**src/rtl/tt_um_rs_bcd2bin.sv**
```systemverilog
// Sequential 3-digit BCD-to-binary converter (reverse double-dabble, 10 iterations).
// Optional macro RS_START_SYNC_EN adds a 2-flop synchronizer on the start pin.
module tt_um_rs_bcd2bin (
  input  logic       clk,
  input  logic       rst_n,
  input  logic       ena,
  input  logic [7:0] ui_in,
  input  logic [7:0] uio_in,
  output logic [7:0] uo_out,
  output logic [7:0] uio_out,
  output logic [7:0] uio_oe
);

  localparam logic [1:0] S_IDLE = 2'd0;
  localparam logic [1:0] S_CONV = 2'd1;
  localparam logic [1:0] S_DONE = 2'd2;

  logic [1:0]  r_state;
  logic [3:0]  r_cnt;
  logic        r_start_q;
  logic [11:0] r_bcd;
  logic [9:0]  r_bin;
  logic        r_invalid;
  logic [9:0]  r_result;
  logic        r_done;

  logic        w_start;
  logic        w_edge;
  logic        w_digit_bad;
  logic [21:0] w_shift;
  logic [11:0] w_bcd_adj;
  logic        w_unused;

`ifdef RS_START_SYNC_EN
  logic [1:0] r_sync;

  // Synchronizer runs regardless of ena so a pulse on the pin is never lost.
  always_ff @(posedge clk or negedge rst_n) begin
    if (!rst_n) begin
      r_sync <= 2'b00;
    end else begin
      r_sync <= {r_sync[0], uio_in[4]};
    end
  end

  assign w_start = r_sync[1];
`else
  assign w_start = uio_in[4];
`endif

  assign w_edge      = w_start & ~r_start_q;
  assign w_digit_bad = (uio_in[3:0] > 4'd9) | (ui_in[7:4] > 4'd9) | (ui_in[3:0] > 4'd9);
  assign w_shift     = {r_bcd, r_bin} >> 1;

  // After the shift, every BCD digit that reached 8 or more is pulled back by 3.
  for (genvar gi = 0; gi < 3; gi++) begin : g_digit
    assign w_bcd_adj[gi*4 +: 4] = (w_shift[10 + gi*4 +: 4] >= 4'd8)
                                  ? w_shift[10 + gi*4 +: 4] - 4'd3
                                  : w_shift[10 + gi*4 +: 4];
  end

  always_ff @(posedge clk or negedge rst_n) begin
    if (!rst_n) begin
      r_state   <= S_IDLE;
      r_cnt     <= 4'd0;
      r_start_q <= 1'b0;
      r_bcd     <= 12'd0;
      r_bin     <= 10'd0;
      r_invalid <= 1'b0;
      r_result  <= 10'd0;
      r_done    <= 1'b0;
    end else if (ena) begin
      r_start_q <= w_start;
      case (r_state)
        S_IDLE, S_DONE: begin
          if (w_edge) begin
            r_state   <= S_CONV;
            r_bcd     <= {uio_in[3:0], ui_in};
            r_bin     <= 10'd0;
            r_cnt     <= 4'd0;
            r_invalid <= w_digit_bad;
            r_done    <= 1'b0;
          end
        end
        S_CONV: begin
          r_bcd <= w_bcd_adj;
          r_bin <= w_shift[9:0];
          r_cnt <= r_cnt + 4'd1;
          if (r_cnt == 4'd9) begin
            r_state  <= S_DONE;
            r_result <= r_invalid ? 10'h3FF : w_shift[9:0];
            r_done   <= 1'b1;
          end
        end
        default: r_state <= S_IDLE;
      endcase
    end
  end

  assign uo_out   = r_result[7:0];
  assign uio_out  = {r_done, r_result[9], r_result[8], 5'b00000};
  assign uio_oe   = 8'hE0;
  assign w_unused = &{1'b0, uio_in[7:5]};

endmodule
```
**config.mk**
```make
export PLATFORM = sky130hd
export DESIGN_NAME = tt_um_rs_bcd2bin
export DESIGN_NICKNAME = d
export VERILOG_FILES = /design/src/rtl/tt_um_rs_bcd2bin.sv
export SDC_FILE = /design/constraint.sdc
export NUM_CORES = 1
export LEC_CHECK = 0
export BUFFER_PORTS_ARGS = -buffer_cell sky130_fd_sc_hd__buf_4
export CAP_MARGIN = 20
export CELL_PAD_IN_SITES_DETAIL_PLACEMENT = 2
export CELL_PAD_IN_SITES_GLOBAL_PLACEMENT = 2
export CORE_UTILIZATION = 35
export CTS_BUF_LIST = sky130_fd_sc_hd__clkbuf_8
export DETAILED_ROUTE_END_ITERATION = 7
export HOLD_SLACK_MARGIN = 0.02
export PLACE_DENSITY_LB_ADDON = 0.08
export SYNTH_ARGS = -nofsm -noshare
export SYNTH_HDL_FRONTEND = slang
export SYNTH_SLANG_ARGS = --single-unit
export TNS_END_PERCENT = 20
```
**constraint.sdc**
```tcl
create_clock -name clk -period 2.28 [get_ports clk]
set_clock_uncertainty 0.2 [all_clocks]
set_input_delay 0 -clock clk [delete_from_list [all_inputs] [get_ports clk]]
set_output_delay 0 -clock clk [all_outputs]
set_load 0.02 [all_outputs]
```
Word level (Yosys, flattened, before mapping). Cells that the tools add are included.

Logic and storage cells: 51. Bits in registers: 41.

Reductions and logical operators: 8. Mux-type cells: 16. Eq/ne operators: 5. Magnitude comparators: 6. $add $sub $neg: 4. Bitwise gates (word level): 4.

Operator list (number): 12-bit case mux with 2 select lines (1); 10-bit two-way mux (2); 10-bit case mux with 2 select lines (1); 4-bit two-way mux (4); 4-bit > comparator, second input constant (3); 12-bit two-way mux (1); 3-bit AND reduction (4); 4-bit greater-or-equal comparator, second input constant (2); 4-bit case mux with 2 select lines (1); 4-bit by 2-bit subtractor with 4-bit output, second input constant (2); 4-bit by 1-bit adder with 4-bit output, second input constant (1); 4-bit == test, second input constant (1); 3-bit by 4-bit greater-or-equal comparator with 1-bit output, second input constant (1); 2-bit two-way mux (2); 2-bit inequality test, second input constant (2); 2-bit case mux with 2 select lines (1); 4-bit AND reduction (1); 3-bit by 2-bit subtractor with 4-bit output, second input constant (1); 2-bit by 1-bit == test with 1-bit output, second input constant (1); 2-bit == test, second input constant (1); 2-bit zero test (1); 1-bit two-way mux (2); 1-bit OR (2); 1-bit case mux with 2 select lines (1); 4 further kinds (4).

Depth between registers and ports, before layout.
Depth after elaboration: 4. Mapped depth: 7. Gate-level depth less buffers: 6.

Worst setup path after synthesis. Ideal clock, no wire load.

Path type: register to register. Start point: register r_state[0]. End point: register r_bcd[11]. Required time: 1.959 ns. Setup time: 0.121 ns. Cell stages (with the launch flop): 6. Setup slack: 0.706 ns. Period minus slack after synthesis: 1.574 ns. Arrival time: 1.253 ns. Path through: dfrtp_1 nor4bb_1 buf_4 nor2_2 buf_2 a22o_1.

Longest elaborated chain between the ends: 4. Elaborated cells between the ends (all ways): 8.

RTL lines: start, declared (RTL line 18) `logic [1:0] r_state;`; start signal, assigned (RTL line 64) `r_state <= S_IDLE;`; start signal, assigned (RTL line 77) `r_state <= S_CONV;`; start signal, assigned (RTL line 90) `r_state <= S_DONE;`; 2-bit == test or 2-bit zero test (tied branches) (RTL line 74) `case (r_state)`; 2-bit OR reduction (RTL line 74); 2-bit inequality test (no line) or 2-bit nonzero test (tied branches); 3-bit AND reduction (no line); end signal, assigned (RTL line 78) `r_bcd <= {uio_in[3:0], ui_in};`; end signal, assigned (RTL line 86) `r_bcd <= w_bcd_adj;`; end, declared (RTL line 21) `logic [11:0] r_bcd;`.

Several ways; a longest one is shown, not always the timed one. A chain may end at the register's enable or synchronous reset.

Worst setup path in the final report.
Start point: register r_state[1]. End point: register r_bcd[3].

Same word-level chain as after synthesis.

==> reports/metrics.cfg <==
[critical_path]
start_kind = flop
max_stage_delay_ps = 510
worstPathArrival_ps = 1950
reg2reg_from = r_state[1]$_DFFE_PN0P_
cp-startpoint = r_state[1]$_DFFE_PN0P_
crit_type = reg2reg
cp_max_fo = 19
rrSetupSlack_ps = 320
reg2reg_depth = 5
cp-end-kind = flop
path_cells = and3b_1, nor2_2, buf_8, nor2_1, o22a_1
required_ps = 2270
r2r-end = r_bcd[3]$_DFFE_PN0P_
cp_slowest_cell = nor2_2

[clocking]
cts_resized = 0
cts_tree = yes
cts_buffers = 5
root_buffer = clkbuf_8
clkTransAtPathRegs_ps = 80
clk_latency_ps = 290
htree_levels = 2
clock-sinks = 40
clockBufferDepth = 2

[timing]
grt_setup_unrepaired = no
fmax_mhz = 511
finalSetupTns_ps = 0
timing.final.crit_share_pct = 85.9
tightest_slew_ps = 633
min_period_ps = 1960
setup_viol = 0
layout_setup_ws_ps = 322
relSlewSlack_pct = 57.7
final_max_slew_viol_count = 0
hold_viol = 0
whs_ps = 26.6

[logic_synthesis]
synth-seq-area-share_pct = 50.3
yosysTopAreaCell = dfrtp_1
synth_common_cells = 40 x dfrtp_1, 35 x nor2_1, 18 x buf_4
synth_area_per_cell_um2 = 9.96
ys.flop_type = dfrtp_1
synth_async_sr_flop_share_pct = 100
synth_edf_count = 0
ys_warn_count = 0
yosys.area.top_type_share_pct = 50.3
synth_area_leaders = dfrtp_1 50%, buf_4 6.8%, nor2_1 6.6%
synth_area_mm2 = 0.00199
syn_inst = 200
synth_seq_cells = 40
synth_cell_type_count = 28
yosysMostFrequentCell = dfrtp_1

[grt]
grt_use_met1_pct = 18.3
grtUsageMet2_pct = 30.4
grt_max_degree = 41
grt_use_met3_pct = 3.65
top_usage_layer = met2
grt_use_total_pct = 16.5
grt_pass1_vias = 1617
grt_pass1_wl_mm = 7.67
grt_overflow_total = 0
antenna_found_initial = 0

[place]
pre_cts_ws_ps = 315
portBuffers = 26
gp_congestion = 0.778
dpl_cell_area_mm2 = 0.00221
dp_cells = 290
hpwlAfterDp_mm = 3.22

[floorplan]
die_y_um = 77.4
ios = 43
die-area_mm2 = 0.00600
rows = 27
start_util_pct = 36.2
die_w_um = 77.4
coreArea_mm2 = 0.00551

[power]
leakage_nw = 1.19
ir_worst_vdd_uv = 426
power_density_mw_per_mm2 = 1240
finalPower_mw = 3.05

[detailed_routing]
first_iter_violations = 37
num_vias = 1488
ant_nets = 0
remaining_drc_errors = 0
viasPerCell = 4.74
wirelength_mm = 4.50
first_pass_iters = 4
wire_per_inst_um = 14.3

[cells_and_area]
fin_util_pct = 44.8
instances_no_fill = 314
diodes = 0
area_delta_synth_final_pct = 23.9
nets = 266
design_area_mm2 = 0.00247
drive_gt1_share_pct = 20.2

[status]
status = finished, final reports clean

[worst_hold_path]
hp-class = in2async

[job]
cap_violations = 0

==> per-layer routing <==
metal	share of wire [%]	routed length, um
met5	0	0
met4	1.6	70
met3	2.9	131
met2	54	2420
met1	42	1880
==> flip-flops by register name, summed over array words and instances (netlist names) <==
| name | count |
|---|---|
| r_bcd | 12 |
| r_bin | 9 |
| r_cnt | 4 |
| r_done | 1 |
| r_invalid | 1 |
| r_result | 10 |
| r_start_q | 1 |
| r_state | 2 |
==> cells in the final DEF (no fill, tap or decap) <==
| master | synthesis | layout |
|---|---|---|
| mux2i_1 | 5 | 5 |
| ha_1 | 6 | 6 |
| buf_4 | 18 | 29 |
| a22o_1 | 10 | 10 |
| inv_1 | 6 | 7 |
| and3b_1 | 1 | 1 |
| o22ai_1 | 2 | 2 |
| clkbuf_8 | 0 | 6 |
| mux2_2 | 1 | 1 |
| xor2_1 | 2 | 2 |
| clkinvlp_4 | 0 | 1 |
| a21oi_2 | 8 | 8 |
| nand2_1 | 13 | 13 |
| nor2b_1 | 2 | 2 |
| nor3b_4 | 1 | 1 |
| o21a_1 | 1 | 1 |
| nor2_2 | 1 | 1 |
| nand4_1 | 2 | 2 |
| dfrtp_1 | 40 | 40 |
| dlygate4sd3_1 | 0 | 16 |
| buf_8 | 0 | 1 |
| buf_12 | 0 | 1 |
| conb_1 | 2 | 13 |
| xnor2_1 | 4 | 4 |
| a21oi_1 | 8 | 8 |
| a21o_1 | 3 | 3 |
| nor2_1 | 35 | 35 |
| o22a_1 | 2 | 2 |
| nor4bb_1 | 1 | 1 |
| o21ai_0 | 17 | 17 |
| nand2b_1 | 3 | 3 |
==> cell type report <==
class	instances	area [um^2]
fillers	601	3040
flip-flops and latches	40	1000
multi-input cells	141	848
repair buffers	47	413
well taps	72	90.1
clock buffers	6	82.6
inverters	6	22.5
clock inverters	2	11.3
==> worst max-delay path, delay by kind of cell (launching register included) <==
| kind | cells | cell delay, ps |
|---|---|---|
| AND/OR/NAND/NOR | 3 | 790 |
| flip-flops | 1 | 410 |
| buffers and inverters | 1 | 240 |
| AO/OA/AOI/OAI | 1 | 200 |
==> report_power, final <==
group / internal, mW / switching [mW]
clock network: 0.241 / 0.246
logic: 0.589 / 0.686
registers: 1.01 / 0.282
total: 1.84 / 1.21
==> cells by family after synthesis <==
kind of cell / count (synthesis) / synth area share, %
and+or+nand+nor: 59 / 13.4
adders and majority gates: 6 / 3.77
AOI/OAI and AO/OA: 51 / 17.2
other: 2 / 0.377
xor gates and xnor gates: 6 / 2.64
muxes: 6 / 3.08
buffers and inverters: 30 / 9.23
DFF: 40 / 50.3
==> worst max path at each step <==
stage,to,slack (ps)
2_1_floorplan,r_bcd[11]$_DFFE_PN0P_,710
3_3_place_gp,r_bcd[7]$_DFFE_PN0P_,120
3_5_place_dp,r_bcd[3]$_DFFE_PN0P_,320
4_1_cts,r_bcd[3]$_DFFE_PN0P_,280
5_1_grt,r_bcd[3]$_DFFE_PN0P_,190
6_report,r_bcd[3]$_DFFE_PN0P_,320
==> repair_timing <==
item,4_1_cts,5_1_grt
hold buffers,16,0
endpoints found under the setup margin,0,0
buffers inserted,0,0
endpoints found under the hold margin,58,0
Power figures use the tool's default switching activity.
